## src/rtl/present_ecb_ctrl.sv

```systemverilog
// present_ecb_ctrl
// ----------------
// Sequencing controller for an iterative PRESENT-80 encryption core operating
// in ECB mode, one block at a time. A plaintext/key pair is registered, the
// core is loaded for one cycle, then runs ROUNDS round cycles. The core's
// combinational output (state XOR current round key) is captured as the
// ciphertext, which is held until the downstream side accepts it.
//
// Handshakes: a transfer happens on a rising clk edge where valid and ready
// are both high. in_ready is high only in IDLE and out_valid only in DONE.
// Neither ready depends combinationally on the opposite valid. Once out_valid
// rises, out_data is held stable until the transfer completes.
//
// Ports
//   clk        clock, all state updates on the rising edge
//   rst        asynchronous active-high reset
//   in_valid   plaintext/key pair offered
//   in_ready   pair accepted this cycle (state IDLE)
//   in_data    64-bit plaintext
//   in_key     80-bit cipher key
//   out_valid  ciphertext available (state DONE)
//   out_ready  downstream accepts the ciphertext
//   out_data   registered 64-bit ciphertext
//   core_load  one-cycle load strobe to the core (state LOAD)
//   core_idat  plaintext to the core, from the plaintext register
//   core_key   key to the core, from the key register
//   core_odat  combinational round output from the core
//   busy       high in every state except IDLE
//   done_cnt   count of completed output handshakes, wraps at 16 bits
module present_ecb_ctrl #(
  parameter int ROUNDS = 31
) (
  input  logic        clk,
  input  logic        rst,
  input  logic        in_valid,
  output logic        in_ready,
  input  logic [63:0] in_data,
  input  logic [79:0] in_key,
  output logic        out_valid,
  input  logic        out_ready,
  output logic [63:0] out_data,
  output logic        core_load,
  output logic [63:0] core_idat,
  output logic [79:0] core_key,
  input  logic [63:0] core_odat,
  output logic        busy,
  output logic [15:0] done_cnt
);

  typedef enum logic [2:0] {
    IDLE = 3'd0,
    LOAD = 3'd1,
    RUN  = 3'd2,
    CAPT = 3'd3,
    DONE = 3'd4
  } state_t;

  // Counter value on the final RUN cycle.
  localparam logic [4:0] LAST_CNT = 5'(ROUNDS);

  state_t      state;
  state_t      state_nxt;
  logic [4:0]  cnt;
  logic [63:0] pt_q;
  logic [79:0] key_q;
  logic [15:0] done_cnt_q;
  logic        in_fire;
  logic        out_fire;

  // State register
  always_ff @(posedge clk or posedge rst) begin
    if (rst) begin
      state <= IDLE;
    end else begin
      state <= state_nxt;
    end
  end

  // Next state and state-decoded outputs
  always_comb begin
    state_nxt = state;
    in_ready  = 1'b0;
    out_valid = 1'b0;
    core_load = 1'b0;
    busy      = 1'b1;
    case (state)
      IDLE: begin
        in_ready = 1'b1;
        busy     = 1'b0;
        if (in_valid) begin
          state_nxt = LOAD;
        end
      end
      LOAD: begin
        core_load = 1'b1;
        state_nxt = RUN;
      end
      RUN: begin
        if (cnt == LAST_CNT) begin
          state_nxt = CAPT;
        end
      end
      CAPT: begin
        state_nxt = DONE;
      end
      DONE: begin
        out_valid = 1'b1;
        if (out_ready) begin
          state_nxt = IDLE;
        end
      end
      default: begin
        state_nxt = IDLE;
      end
    endcase
  end

  assign in_fire  = in_valid & in_ready;
  assign out_fire = out_valid & out_ready;

  // Round counter: 1 on the first RUN cycle, ROUNDS on the last one.
  always_ff @(posedge clk or posedge rst) begin
    if (rst) begin
      cnt <= 5'd0;
    end else begin
      case (state)
        LOAD:    cnt <= 5'd1;
        RUN:     cnt <= cnt + 5'd1;
        default: cnt <= 5'd0;
      endcase
    end
  end

  // Plaintext and key registers only change on an input handshake, so the
  // core sees a stable pair even if in_data moves while the block runs.
  always_ff @(posedge clk or posedge rst) begin
    if (rst) begin
      pt_q  <= 64'd0;
      key_q <= 80'd0;
    end else if (in_fire) begin
      pt_q  <= in_data;
      key_q <= in_key;
    end
  end

  // During CAPT the core presents final state XOR K32, i.e. the ciphertext.
  always_ff @(posedge clk or posedge rst) begin
    if (rst) begin
      out_data <= 64'd0;
    end else if (state == CAPT) begin
      out_data <= core_odat;
    end
  end

  always_ff @(posedge clk or posedge rst) begin
    if (rst) begin
      done_cnt_q <= 16'd0;
    end else if (out_fire) begin
      done_cnt_q <= done_cnt_q + 16'd1;
    end
  end

  assign core_idat = pt_q;
  assign core_key  = key_q;
  assign done_cnt  = done_cnt_q;

endmodule

```

## config.mk

```make
export PLATFORM = sky130hd
export DESIGN_NAME = present_ecb_ctrl
export DESIGN_NICKNAME = d
export VERILOG_FILES = /design/src/rtl/present_ecb_ctrl.sv
export SDC_FILE = /design/constraint.sdc
export NUM_CORES = 1
export LEC_CHECK = 0
export ABC_CLOCK_PERIOD_IN_PS = 20400
export CORE_AREA = 2 2 170 172
export CTS_CLUSTER_SIZE = 8
export DETAILED_ROUTE_END_ITERATION = 10
export DIE_AREA = 0 0 172 174
export PLACE_DENSITY = 0.76
export REMOVE_ABC_BUFFERS = 1
export SLEW_MARGIN = 0
export SYNTH_ARGS = -nofsm -noshare
export SYNTH_HDL_FRONTEND = slang
export SYNTH_SLANG_ARGS = --single-unit
```

## constraint.sdc

```tcl
create_clock -name clk -period 20.4 [get_ports clk]
set_clock_uncertainty 0.2 [all_clocks]
set_input_delay 4.08 -clock clk [delete_from_list [all_inputs] [get_ports clk]]
set_output_delay 4.08 -clock clk [all_outputs]
set_load 0.05 [all_outputs]
```

# [After elaboration in Yosys (flattened, before gate mapping)]
# Index checks and enable logic that the tools add are counted.
[classes] addsub=2 mul=0 div_mod_pow=0 order_cmp=0 n_eq_ne=8 n_shift=0 muxes=9 bitwise_logic=2 reduce_logical=2
[op_table] operator="16-bit by 1-bit adder with 16-bit output (second input constant)" n=1
[op_table] operator="3-bit case mux with 5 select lines" n=1
[op_table] operator="5-bit case mux with 2 select lines" n=1
[op_table] operator="3-bit two-way mux" n=3
[op_table] operator="3-bit by 2-bit equality test with 1-bit output (second input constant)" n=2
[op_table] operator="2-bit inequality test (second input constant)" n=3
[op_table] operator="5-bit by 1-bit adder with 5-bit output (second input constant)" n=1
[op_table] operator="5-bit equality test (second input constant)" n=1
[op_table] operator="1-bit two-way mux" n=4
[op_table] operator="3-bit by 1-bit equality test with 1-bit output (second input constant)" n=1
[op_table] operator="3-bit equality test (second input constant)" n=1
[op_table] operator="3-bit logical NOT" n=1
[op_table] operator="3-bit AND reduction" n=1
[op_table] operator="1-bit bitwise AND" n=2
[totals] register_bits=232 latch_bits=0 ramBits=0 mem_bits_ro=0 inputBits=212 out_inout_bits=228 word_cells=29 memories=0

# [Longest topological paths before layout]
# Gate-level depths: netlist (run 1).
[logic_depth] word_depth=3 mapped_depth=8 mapped_depth_nobuf=5

# [Worst setup path after synthesis (run 1)]
# No wires, ideal clock.
[synth_timing] kind="register to output" from="register state[1]" to="output core_load" arrival_time_ps=1283 path_slack_ps=14837 stages_incl_launch_ff=4 n_path_buf=1 path_cell_list="dfrtp_1 > buf_6 > or3b_2 > inv_1"
[synth_between] elab_chain_len=2
[synth_lines] element="start: declaration" line_no="61" text="state_t state;"
[synth_lines] element="start signal: assignment" line_no="75" text="state <= state_nxt;"
[synth_lines] element="3-bit by 1-bit equality test with 1-bit output" line_no="86" text="case (state)"
[synth_lines] element="1-bit two-way mux" line_no="86"
[synth_lines] element="end: declaration" line_no="42" text="output logic core_load,"
# No other way between the ends.

# [Worst setup path after layout (run 1)]
[layout_timing] from="input in_valid" to="register pt_q[54], in the netlist core_idat[54]"
[layout_between] elab_chain_len=1
[layout_lines] element="start: declaration" line_no="35" text="input logic in_valid,"
[layout_lines] element="1-bit bitwise AND" line_no="118" text="assign in_fire = in_valid & in_ready;"
[layout_lines] element="end signal: assignment" line_no="141" text="pt_q <= in_data;"
[layout_lines] element="end: declaration" line_no="64" text="logic [63:0] pt_q;"
# No other way between the ends.
# A chain may end at the register's enable or synchronous reset.

==> run_results.csv, run 1 <==
group,metric,value,unit
clock_tree,cts-root-buf,"clkbuf_16",
pwr,p_leak,6.22,nW
sta,setup_ws,13.49,ns
clock_tree,cts_setup_buffers,0,
setup_path,crit_path_max_incr_delay,0.93,ns
hold_path,hold_class,"register to register",
cells_and_area,syn2layout_area_growth,61.3,%
grt,first_global_vias,6705,
sta,hold_violations,0,
grt,grt_pass1_wl,37800,µm
sta,setup_viol,0,
sta,tightest_slew,1.11,ns
synth,synth.distinct_cells,29,
grt,grt_usage,0.164,
die,die_h,174,µm
synth,synth.avg_cell_area,17.0,µm²
clock_tree,cts-resized-gates,0,
setup_path,startpoint_type,"primary input",
sta,final_max_slew_viol_count,0,
cells_and_area,layout_common_cells,"clkdlybuf4s50_1, dfrtp_1, mux2_2",
drt,routed-wl-met2,12800,µm
cells_and_area,n_antenna_cell,0,
drt,top_layer_used,"met4",
drt,vias_per_cell,4.49,
setup_path,cp_max_fo,68,
synth,muxShareOfSynthArea,0.284,
synth,synth-simple-area-share,0.0281,
synth,synth_top_family_by_area,"multiplexers",
sta,tns,0,ns
pwr,powerDensity,205,nW/µm²
die,core_area,28200,µm²
placed_design,port_buffers,439,
pwr,finalPower,3.02,mW
synth,ys_ff_latch,232,
sta,slew-limit-headroom,0.263,
cells_and_area,final_common_cell,"clkdlybuf4s50_1",
die,start_util,0.323,
drt,first_pass_iters,4,
placed_design,place_area,13800,µm²
synth,synthAdderAreaFrac,0.00411,
setup_path,crit_type,"primary input to register",
die,rows,62,
placed_design,pre_cts_ws,12.96,ns
cells_and_area,fin_area,14700,µm²
clock_tree,cts_made_buffers,34,
pwr,ir_drop,0.138,mV
synth,synthCells,538,
sta,fmax,0.145,GHz
drt,num_vias,6186,
placed_design,place_hpwl,18600,µm
grt,grt_max_degree,84,
setup_path,cp_common_cell,"buf_4",
status,status,"finished, final reports clean",
cells_and_area,final_nets,1209,
clock_tree,clkTransAtPathRegs,0.05,ns
synth,netlist_area,9120,µm²
job,cap_violations,0,
setup_path,crit_arrival,7.08,ns
drt,met3_length,1980,µm
grt,antenna_found_initial,0,
drt,met1_length,9740,µm
sta,min_period,6.91,ns
grt,overflow,0,
die,die_w,172,µm
die,ios,440,
drt,ant_nets,0,
cells_and_area,fin_cells,1379,
setup_path,cp_slowest_cell,"buf_4",
clock_tree,clock-sinks,232,
clock_tree,cts_tree,"done",
synth,synth-xor-area-share,0.0163,
drt,wl,25500,µm
sta,timing.final.crit_share,0.339,
clock_tree,htree_levels,2,
synth,synth_compound_area_frac,0.00110,
synth,ys_seq_area_frac,0.636,
drt,drc,0,
setup_path,path_cells,"clkdlybuf4s50_1 -> and2_4 -> buf_4 -> buf_4 -> mux2_2",
clock_tree,clk_latency,0.48,ns
die,die_area,29900,µm²
sta,rsz0062_at_grt,"no",
cells_and_area,drive_gt1_frac,0.259,
setup_path,required,20.56,ns
clock_tree,holdBufCountCts,0,
clock_tree,cts.path.max_buffers,3,
setup_path,endpoint_kind,"register",
synth,yosysWarnings,0,
drt,drt_iter0_drc,245,
drt,wire_per_inst,18.5,µm
placed_design,placed_cells,1342,
placed_design,gp_congestion,0.819,
## registers in the layout, summed over array words and instances, names as in the netlist
signal / cells
core_key: 80
core_idat: 64
out_data: 64
done_cnt: 16
cnt: 5
state: 3
## layout make-up
| cell class | instances | area (µm²) |
|---|---|---|
| inverters | 4 | 22.5 |
| fillers | 2415 | 13500 |
| multi-input cells | 277 | 3040 |
| clock buffers | 37 | 926 |
| repair buffers | 445 | 4440 |
| well taps | 384 | 480 |
| flip-flops and latches | 232 | 5810 |
## metrics by stage
step | hold slack [ns] | util
floorplan | 0.266 | -
global placement | 0.262 | 0.488
detailed placement | 0.266 | 0.488
CTS | 0.273 | 0.521
global route | 0.300 | 0.521
finish | 0.268 | 0.521
## worst paths after layout
kind                                           from                        end  slack [ns]  cells past startpoint
min in group asynchronous                       rst  core_idat[36]$_DFFE_PP0P_        3.89                      2
min                        done_cnt[15]$_DFFE_PP0P_   done_cnt[15]$_DFFE_PP0P_        0.27                      1
min reg2reg                done_cnt[15]$_DFFE_PP0P_   done_cnt[15]$_DFFE_PP0P_        0.27                      1
max reg2reg                    state[1]$_DFFE_PP0P_  core_idat[54]$_DFFE_PP0P_       16.62                      6
max                                        in_valid  core_idat[54]$_DFFE_PP0P_       13.49                      5
max in group asynchronous                       rst   out_data[58]$_DFFE_PP0P_       14.68                      3
## cells by family after synthesis
group / after synthesis
multiplexers: 210
adder cells (fa/ha/maj): 3
XOR/XNOR: 17
AO/OA/AOI/OAI: 2
buffers and inverters: 29
flip-flops: 232
AND/OR/NAND/NOR: 45
## report_power, final
group,switching [mW],leakage (nW),internal [mW]
Combinational,1.05,3.00,0.662
Sequential,0.127,2.76,0.683
Clock,0.186,0.456,0.315
Total,1.36,6.22,1.66
## synthesized netlist by cell type, drive strengths merged
library cell  count  share of area
o21ai             2         0.0011
mux2i             1         0.0011
nand3             6         0.0033
nand3b            1        0.00082
and3              4         0.0027
nor4bb            1         0.0011
nand4             6         0.0041
nor4              2         0.0021
ha                3         0.0041
xnor2             7         0.0067
and4              2         0.0019
mux2            209           0.28
and2              1        0.00096
xor2             10         0.0096
or3               1         0.0012
nor2              7         0.0029
clkbuf            2        0.00082
nor3              5         0.0027
nand2             8         0.0033
inv               4         0.0016
dfrtp           232           0.64
buf              23          0.028
or3b              1        0.00096
## worst max-delay path: cells and delay by family
kind / cells / cell delay (ns)
buffers and inverters: 3 / 2.12
muxes: 1 / 0.42
and+or+nand+nor: 1 / 0.34
## routing by layer
layer | vias up | track usage
met5 | - | 0
met4 | 0 | 0.0711
met2 | 254 | 0.287
li1 | 2793 | -
met3 | 66 | 0.0462
met1 | 3073 | 0.186
Note: power is estimated with default switching activity, not from simulation.
==> run 2: changes to the inputs <==
- ABC_CLOCK_PERIOD_IN_PS: 20400 -> 6450
- CORE_AREA: 2 2 170 172 -> 2 2 171 173
- DIE_AREA: 0 0 172 174 -> 0 0 173 175
- clock period: 20.4 -> 6.45 ns (I/O delays scaled with it)
==> run 2 against run 1 <==
Net effect:
- sequential power rose to 3.2 times the previous value
- die area is 1.2% higher
- critical path depth down 2
- global-route usage is essentially flat
- sequential cell count did not move
- power rose to 3.1 times the previous value
- sequential share of layout area increased by 0.098 points
- clock power grew to 3.1 times the previous value
- hold slack improved by 0.018 ns
- critical path type is now register to output port
- critical endpoint is now core_load
- largest cell class unchanged
- highest routed layer unchanged
==> run_results.csv, run 2 (synthesis gave the netlist of run 1 again) <==
group,metric,value,unit
die,ios,440,
sta,setup_ws,2.59,ns
setup_path,required,4.96,ns
status,status,"finished, final reports clean",
cells_and_area,drive_gt1_frac,0.256,
drt,wl,25500,µm
hold_path,hold_class,"register to register",
clock_tree,cts_tree,"done",
sta,fmax,0.259,GHz
cells_and_area,layout_common_cells,"clkdlybuf4s50_1, dfrtp_1, mux2_2",
die,core_area,28400,µm²
pwr,combPwrFrac,0.569,
sta,rsz0062_at_grt,"no",
setup_path,crit_type,"register to output port",
placed_design,pre_cts_ws,2.66,ns
pwr,p_switching,4.31,mW
clock_tree,holdBufCountCts,0,
grt,grt_usage,0.164,
pwr,p_leak,6.20,nW
sta,min_period,3.86,ns
grt,antenna_found_initial,1,
sta,slew-limit-headroom,0.296,
cells_and_area,fill_cells,2417,
cells_and_area,syn2layout_area_growth,60.9,%
die,rows,62,
clock_tree,cts.path.max_buffers,3,
placed_design,place_hpwl,18400,µm
pwr,internal_power,5.20,mW
die,die_h,175,µm
cells_and_area,multi_input_comb_area,3040,µm²
drt,vias_per_cell,4.47,
cells_and_area,fin_area,14700,µm²
sta,timing.final.crit_share,0.598,
die,die_area,30300,µm²
drt,first_pass_iters,4,
clock_tree,cts-resized-gates,0,
placed_design,port_buffers,439,
setup_path,startpoint_type,"register",
grt,grt_max_degree,118,
placed_design,place_area,13800,µm²
cells_and_area,fin_cells,1376,
drt,drt_iter0_drc,264,
clock_tree,clkTransAtPathRegs,0.05,ns
clock_tree,clock-sinks,232,
cells_and_area,final_nets,1206,
pwr,finalPower,9.50,mW
pwr,netSwitchingFraction,0.453,
die,die_w,173,µm
grt,overflow,0,
grt,first_global_vias,6718,
pwr,powerDensity,647,nW/µm²
sta,hold_violations,0,
die,start_util,0.321,
grt,grt_pass1_wl,39200,µm
clock_tree,cts_made_buffers,34,
pwr,pwr-share-clk,0.161,
setup_path,rrSetupSlack,3.50,ns
clock_tree,clk_latency,0.48,ns
drt,ant_nets,0,
placed_design,placed_cells,1339,
placed_design,gp_congestion,0.791,
sta,setup_viol,0,
clock_tree,cts-root-buf,"clkbuf_16",
setup_path,endpoint_kind,"output port",
pwr,sequentialPowerShare,0.270,
clock_tree,htree_levels,2,
setup_path,crit_arrival,2.37,ns
cells_and_area,largest_reg_flops,80,
cells_and_area,final_common_cell,"clkdlybuf4s50_1",
job,cap_violations,0,
pwr,ir_drop,0.447,mV
drt,wire_per_inst,18.5,µm
sta,final_max_slew_viol_count,0,
drt,num_vias,6154,
cells_and_area,regArea,5810,µm²
sta,tightest_slew,1.04,ns
setup_path,cp_max_fo,9,
clock_tree,cts_setup_buffers,0,
drt,drc,0,
## run 2: cell count changes in the layout (fill, tap and decap cells not counted), sizes merged
cell	before	now
buf	6	3
clkbuf	37	35
diode	0	1
inv	4	5
## run 2: final cells by class
| type | count | area share |
|---|---|---|
| Timing Repair Buffer | 442 | 0.303 |
| Inverter | 4 | 0.00153 |
| Clock buffer | 35 | 0.0597 |
| Antenna cell | 1 | 0.000170 |
| Multi-Input combinational cell | 277 | 0.207 |
| Tap cell | 384 | 0.0327 |
| Clock inverter | 1 | 0.000597 |
| Sequential cell | 232 | 0.395 |
## run 2: final timing paths
check | start | end | cells past startpoint
worst min register to register | done_cnt[15]$_DFFE_PP0P_ | done_cnt[15]$_DFFE_PP0P_ | 1
max in group asynchronous | rst | core_key[78]$_DFFE_PP0P_ | 3
worst min-delay path | done_cnt[15]$_DFFE_PP0P_ | done_cnt[15]$_DFFE_PP0P_ | 1
worst max-delay path | state[1]$_DFFE_PP0P_ | core_load | 3
min in group asynchronous | rst | out_data[16]$_DFFE_PP0P_ | 2
worst max register to register | state[1]$_DFFE_PP0P_ | core_idat[27]$_DFFE_PP0P_ | 5
## run 2: layer usage
metal,vias up,global-route usage,part of all wire,wire [µm]
met5,-,0,0,0
met4,0,0.0689,0.036,918
met3,62,0.0479,0.067,1710
met1,3067,0.194,0.39,9860
li1,2774,-,-,-
met2,251,0.281,0.51,13000
## run 2: worst max-delay path, stage by stage (launching register included)
cell and delay [ns]:
dfrtp_1 0.47, or3b_2 0.55, inv_1 0.08, clkdlybuf4s50_1 0.80
## run 2: through the flow
stage	hold slack, ns	setup TNS [ns]	utilization
after floorplan	0.266	-325.10	-
after global placement	0.266	0	0.486
after detailed placement	0.286	0	0.486
after CTS	0.293	0	0.517
after global routing	0.309	0	0.517
final	0.286	0	0.517
## run 2: power groups by stage
stage,combinational (mW),sequential (mW),clock (mW)
detailed placement,5.43,2.58,0
CTS,5.45,2.57,1.59
finish,5.41,2.56,1.53
global placement,5.37,2.55,0
floorplan,1.23,4.92,0
global route,5.57,2.66,1.65
